## config.mk

```make
export PLATFORM = sky130hd
export DESIGN_NAME = cpu_run_sequencer
export DESIGN_NICKNAME = d
export VERILOG_FILES = /design/src/rtl/cpu_pkg.sv /design/src/rtl/mem_port_mux.sv /design/src/rtl/cpu_run_sequencer.sv
export SDC_FILE = /design/constraint.sdc
export NUM_CORES = 1
export LEC_CHECK = 0
export BUFFER_PORTS_ARGS = -buffer_cell sky130_fd_sc_hd__buf_2
export CORE_AREA = 2 2 106 108
export CTS_CLUSTER_SIZE = 40
export DETAILED_ROUTE_END_ITERATION = 6
export DIE_AREA = 0 0 108 110
export GPL_TIMING_DRIVEN = 0
export PLACE_DENSITY = 0.81
export SLEW_MARGIN = 20
export SYNTH_ARGS = -nofsm -noshare
export SYNTH_HDL_FRONTEND = slang
export SYNTH_SLANG_ARGS = --single-unit
```

## constraint.sdc

```tcl
create_clock -name CLOCK -period 4.1 [get_ports CLOCK]
set_clock_uncertainty 0.2 [all_clocks]
set_input_delay 0.82 -clock CLOCK [delete_from_list [all_inputs] [get_ports CLOCK]]
set_output_delay 0.82 -clock CLOCK [all_outputs]
set_load 0.03 [all_outputs]
```

## src/rtl/cpu_pkg.sv

```systemverilog
// rtl/cpu_pkg.sv - shared types and constants for the CPU run sequencer
package cpu_pkg;

  localparam int WORD_W = 32;
  localparam logic [WORD_W-1:0] HALT_WORD_DEF = 32'hFFFF_FFFF;

  typedef enum logic [2:0] {
    S_RST,
    S_RUN,
    S_DRAIN,
    S_DUMP,
    S_DONE
  } run_state_e;

  function automatic int dump_idx_w(input int depth);
    return (depth > 1) ? $clog2(depth) : 1;
  endfunction

endpackage

```

## src/rtl/mem_port_mux.sv

```systemverilog
// rtl/mem_port_mux.sv - selects CPU MEM-stage signals or the dump read address onto the data-memory port
module mem_port_mux
  import cpu_pkg::*;
#(
  parameter int IDX_W = 9
) (
  input  logic              dump_own,
  input  logic [IDX_W-1:0]  dump_index,
  input  logic [WORD_W-1:0] cpu_addr,
  input  logic              cpu_we,
  input  logic [WORD_W-1:0] cpu_wdata,
  output logic [WORD_W-1:0] mem_addr,
  output logic              mem_we,
  output logic [WORD_W-1:0] mem_wdata
);

  always_comb begin
    mem_addr  = cpu_addr;
    mem_we    = cpu_we;
    mem_wdata = cpu_wdata;
    if (dump_own) begin
      // Word index becomes a byte address; writes are blocked while the dump owns the port.
      mem_addr              = '0;
      mem_addr[IDX_W+1:2]   = dump_index;
      mem_we                = 1'b0;
      mem_wdata             = '0;
    end
  end

endmodule

```

## src/rtl/cpu_run_sequencer.sv

```systemverilog
// rtl/cpu_run_sequencer.sv - reset/run/halt-drain/memory-dump controller for the 5-stage CPU
// Optional run-cycle limit is enabled by defining CYCLE_TIMEOUT_EN.
module cpu_run_sequencer
  import cpu_pkg::*;
#(
  parameter int                RESET_CYCLES = 2,
  parameter int                DRAIN_CYCLES = 3,
  parameter int                RAM_DEPTH    = 512,
  parameter logic [WORD_W-1:0] HALT_WORD    = HALT_WORD_DEF,
  parameter int                MAX_CYCLES   = 200,
  localparam int               IDX_W        = dump_idx_w(RAM_DEPTH)
) (
  input  logic              CLOCK,
  input  logic              RESET,
  input  logic [WORD_W-1:0] Inst_D,
  input  logic [WORD_W-1:0] MemAddr_M,
  input  logic              MemWriteEN_M,
  input  logic [WORD_W-1:0] MemWriteData_M,
  input  logic [WORD_W-1:0] MemReadData,
  input  logic              Dump_Ready,
  output logic              CPU_RESET,
  output logic              CPU_HALT_F,
  output logic              CPU_STALL,
  output logic [WORD_W-1:0] Mem_Addr,
  output logic              Mem_WriteEN,
  output logic [WORD_W-1:0] Mem_WriteData,
  output logic              Dump_Valid,
  output logic [WORD_W-1:0] Dump_Data,
  output logic [IDX_W-1:0]  Dump_Index,
  output logic [WORD_W-1:0] CycleCount,
  output logic              Done,
  output logic              Timeout
);

  localparam logic [15:0]      RST_LAST   = 16'(RESET_CYCLES - 1);
  localparam logic [15:0]      DRAIN_LAST = 16'(DRAIN_CYCLES - 1);
  localparam logic [IDX_W-1:0] IDX_LAST   = IDX_W'(RAM_DEPTH - 1);

  run_state_e        state_q, state_d;
  logic [15:0]       phase_cnt_q, phase_cnt_d;
  logic [WORD_W-1:0] cycle_count_q, cycle_count_d, cycle_inc;
  logic [IDX_W-1:0]  dump_index_q, dump_index_d;
  logic              cpu_reset_q, cpu_reset_d;
  logic              halt_f_q, halt_f_d;
  logic              stall_q, stall_d;
  logic              done_q, done_d;

`ifdef CYCLE_TIMEOUT_EN
  localparam logic [WORD_W-1:0] CYCLE_LIMIT = WORD_W'(MAX_CYCLES);
  logic timeout_q, timeout_d;
  assign Timeout = timeout_q;
`else
  logic unused_max_cycles;
  assign unused_max_cycles = ^(32'(MAX_CYCLES));
  assign Timeout = 1'b0;
`endif

  assign cycle_inc = (cycle_count_q == '1) ? cycle_count_q : cycle_count_q + 32'd1;

  always_comb begin
    state_d       = state_q;
    phase_cnt_d   = phase_cnt_q;
    cycle_count_d = cycle_count_q;
    dump_index_d  = dump_index_q;
`ifdef CYCLE_TIMEOUT_EN
    timeout_d     = timeout_q;
`endif
    case (state_q)
      S_RST: begin
        if (phase_cnt_q == RST_LAST) begin
          state_d     = S_RUN;
          phase_cnt_d = '0;
        end else begin
          phase_cnt_d = phase_cnt_q + 16'd1;
        end
      end
      S_RUN: begin
        cycle_count_d = cycle_inc;
        // An X/Z instruction fails the compare and is not treated as HALT.
        if (Inst_D == HALT_WORD) begin
          state_d = S_DRAIN;
        end
`ifdef CYCLE_TIMEOUT_EN
        else if (cycle_count_q >= CYCLE_LIMIT) begin
          state_d   = S_DRAIN;
          timeout_d = 1'b1;
        end
`endif
      end
      S_DRAIN: begin
        cycle_count_d = cycle_inc;
        if (phase_cnt_q == DRAIN_LAST) begin
          state_d     = S_DUMP;
          phase_cnt_d = '0;
        end else begin
          phase_cnt_d = phase_cnt_q + 16'd1;
        end
      end
      S_DUMP: begin
        if (Dump_Ready) begin
          if (dump_index_q == IDX_LAST) begin
            state_d = S_DONE;
          end else begin
            dump_index_d = dump_index_q + 1'b1;
          end
        end
      end
      S_DONE: begin
      end
      default: state_d = S_RST;
    endcase

    cpu_reset_d = (state_d == S_RST);
    halt_f_d    = (state_d == S_DRAIN) || (state_d == S_DUMP) || (state_d == S_DONE);
    stall_d     = (state_d == S_DUMP) || (state_d == S_DONE);
    done_d      = (state_d == S_DONE);
  end

  always_ff @(posedge CLOCK) begin
    if (RESET) begin
      state_q       <= S_RST;
      phase_cnt_q   <= '0;
      cycle_count_q <= '0;
      dump_index_q  <= '0;
      cpu_reset_q   <= 1'b1;
      halt_f_q      <= 1'b0;
      stall_q       <= 1'b0;
      done_q        <= 1'b0;
`ifdef CYCLE_TIMEOUT_EN
      timeout_q     <= 1'b0;
`endif
    end else begin
      state_q       <= state_d;
      phase_cnt_q   <= phase_cnt_d;
      cycle_count_q <= cycle_count_d;
      dump_index_q  <= dump_index_d;
      cpu_reset_q   <= cpu_reset_d;
      halt_f_q      <= halt_f_d;
      stall_q       <= stall_d;
      done_q        <= done_d;
`ifdef CYCLE_TIMEOUT_EN
      timeout_q     <= timeout_d;
`endif
    end
  end

  assign CPU_RESET  = cpu_reset_q;
  assign CPU_HALT_F = halt_f_q;
  assign CPU_STALL  = stall_q;
  assign Done       = done_q;
  assign CycleCount = cycle_count_q;
  assign Dump_Index = dump_index_q;
  assign Dump_Valid = (state_q == S_DUMP);
  assign Dump_Data  = MemReadData;

  mem_port_mux #(
    .IDX_W(IDX_W)
  ) u_mem_port_mux (
    .dump_own   ((state_q == S_DUMP) || (state_q == S_DONE)),
    .dump_index (dump_index_q),
    .cpu_addr   (MemAddr_M),
    .cpu_we     (MemWriteEN_M),
    .cpu_wdata  (MemWriteData_M),
    .mem_addr   (Mem_Addr),
    .mem_we     (Mem_WriteEN),
    .mem_wdata  (Mem_WriteData)
  );

endmodule

```

==> impl_metrics.ini <==
[setup_path]
timing.rr.end = CycleCount[25]
largest_driver_fanout_on_the_critical_path = 10
startpoint = state_q[2]
worst_setup_path_end_kind = output port
register_to_register_path_setup_slack_ns = 1.64
arrival_ns = 2.64
critPathRequiredTime_ns = 3.08
reg2reg_from = CycleCount[0]
start_kind = flop
worstRegToRegCells = 8
worst-setup-path-type = reg2out

[pwr]
power.density_nw_per_um2 = 296.1
total_leakage_power_nw = 2.549
vdd_ir_drop_max_mv = 0.2023

[floorplan]
core_region_area_um2 = 10700
initial_utilization_pct = 37.30
design.portCount = 276
row_count = 38
dieArea_um2 = 11880
die_x_um = 108
chipHeight_um = 110

[global_routing]
globalRoute.totalOverflow = 0
first_global_vias = 3747
grt_max_degree = 13
grt.total_usage_pct = 21.89
grt_first_pass_wirelength_um = 19700
antenna_found_initial = 1

[sta]
setup_total_negative_slack_ns = 0
rsz0062_at_grt = no
final_hold_violation_count = 0
setup_viol = 0
worst_slew_pin_slew_ns = 0.6027
clock.fmax_mhz = 273.5
timing.max_slew.rel_slack_pct = 59.49
final_worst_path_cycle_share_pct = 89.18
finalWorstPathRequiredPeriod_ns = 3.656
maxSlewViolCount = 0
fin_worst_hold_slack_ns = 0.3119

[place]
globalplace.congestion = 0.8431
place.detailed.hpwl_um = 11540
port_buffers = 242

[logic_synthesis]
post_synthesis_cell_type_count = 55
yosys.area.top_type = sky130_fd_sc_hd__dfxtp_1
synth_enable_flop_cells = 0
yosys_warnings = 0
dominantRegCellSynth = sky130_fd_sc_hd__dfxtp_1
netlist_top_cells_area = sky130_fd_sc_hd__dfxtp_1 (32%), sky130_fd_sc_hd__and2_1 (9.3%), sky130_fd_sc_hd__buf_4 (6.4%)
postSynthCellCount = 486
postSynth.asyncResetShare_pct = 0
synth_most_common_cell = sky130_fd_sc_hd__dfxtp_1
synthTopCellsByCount = sky130_fd_sc_hd__dfxtp_1 (64), sky130_fd_sc_hd__and2_1 (59), sky130_fd_sc_hd__nor2_1 (47)
synth.cell_area_um2 = 3990
area_share_of_the_largest_cell_type_after_synthesis_pct = 32.11
synth_fp_nets = 624
post_synth.cell_area_avg_um2 = 8.210
synth.yosys.seq_area_share_pct = 32.11
postSynthRegisterBits = 64

[drt]
detailroute.via_count = 4405
route.antenna.remaining_nets = 0
drt_wl_total_um = 14020
dr_drc_count = 0
drt-vias-per-instance = 4.983
detail_route.first_pass.iterations = 5
wire_per_inst_um = 15.86
detailedRoute.firstIterationViolations = 341

[finish]
synthToLayoutAreaGrowth_pct = 39.29
antenna_cells_inserted = 0
final_nets = 877
drive_above_1_share_pct = 43.82

[clock_network]
post-cts-setup-buffer-count = 0
cts-buffers-inserted = 9
cts_hold_buffers = 0
clk_pin_slew_ns = 0.08
cts_repair_resize_count = 0
clock_latency_ns = 0.35
cts_htree_levels = 3
cts.sinks = 64
tritoncts = done
root_buffer_cell = sky130_fd_sc_hd__clkbuf_8
clockBufferDepth = 2

[hold_path]
hp-class = reg2reg
whs_endpoint = CycleCount[16]
hold_depth = 2
hold_path_startpoint = CycleCount[16]

[status]
status = completed

[flow_run]
max_cap_violations = 0
worst max-delay path: stages (launching register included):
cell and delay [ns]:
sky130_fd_sc_hd__dfxtp_1 0.31, sky130_fd_sc_hd__buf_2 0.21, sky130_fd_sc_hd__and3b_2 0.26, sky130_fd_sc_hd__a21oi_1 0.19, sky130_fd_sc_hd__clkbuf_1 0.47, sky130_fd_sc_hd__clkbuf_1 0.29, sky130_fd_sc_hd__and2_1 0.30, sky130_fd_sc_hd__buf_2 0.25
registers in the layout (all words and copies together), names as in the netlist:
signal	count
CPU_HALT_F	1
CycleCount	32
state_q	3
Done	1
CPU_STALL	1
Dump_Index	9
CPU_RESET	1
phase_cnt_q	16
area by class of cell:
cell class / instances / area, um^2
buffer: 54 / 345.3
clock buffer: 10 / 137.6
clock inverter: 6 / 43.79
fill: 1048 / 5140
inverter: 10 / 37.54
multi-input combinational: 358 / 2326
sequential: 64 / 1281
tap: 140 / 175.2
timing repair buffer: 242 / 1211
placed cells by master, fill, tap and decap left out, drive strengths merged, types with 11 or more instances in the layout:
cell	synthesis	final
buf	41	283
dfxtp	64	64
and2	62	62
nor2	48	48
nand4	27	27
a21oi	25	25
nand2	25	25
clkbuf	13	23
nand3	16	16
xor2	16	16
or4	14	14
mux2	13	13
xnor2	13	13
inv	10	11
nor4	11	11
through the flow:
| step | setup WS, ns | instance area [um^2] | total power, mW | util (%) | cells |
|---|---|---|---|---|---|
| CTS | 0.4272 | 5558 | 1.657 | 51.95 | 884 |
| floorplan | 1.310 | 3990 | 0.9987 | - | 486 |
| detailed placement | 0.8370 | 5376 | 1.156 | 50.26 | 868 |
| finish | 0.4435 | 5558 | 1.646 | 51.95 | 884 |
| global placement | 0.8578 | 5376 | 1.152 | 50.26 | 868 |
| global route | 0.2278 | 5558 | 1.723 | 51.95 | 884 |
how the worst max path moves through the flow:
stage	endpoint	slack (ns)
5_1_grt	Mem_WriteData[4]	0.23
6_report	Mem_WriteData[4]	0.44
4_1_cts	Mem_WriteData[4]	0.43
3_5_place_dp	Mem_WriteData[4]	0.84
2_1_floorplan	Mem_Addr[12]	1.31
3_3_place_gp	Mem_WriteData[8]	0.86
cell families after synthesis:
group                    synth area share, %
buffers and inverters                  9.595
flip-flops                             32.11
XOR/XNOR                               6.836
other                                0.09398
AO/OA/AOI/OAI                          8.749
adder cells (fa/ha/maj)                1.881
multiplexers                           4.672
AND/OR/NAND/NOR                        36.06
routing by layer:
layer  track usage [%]  share of wire [%]
met5                 0              0.078
met4             4.579                1.1
met3             8.524                 10
met2             34.32                 45
met1             28.67                 43
where the power goes:
| group | internal, mW | switching [mW] |
|---|---|---|
| combinational | 0.177 | 0.295 |
| sequential | 0.646 | 0.0258 |
| clock | 0.238 | 0.264 |
| total | 1.06 | 0.585 |
Power figures use the tool's default switching activity.
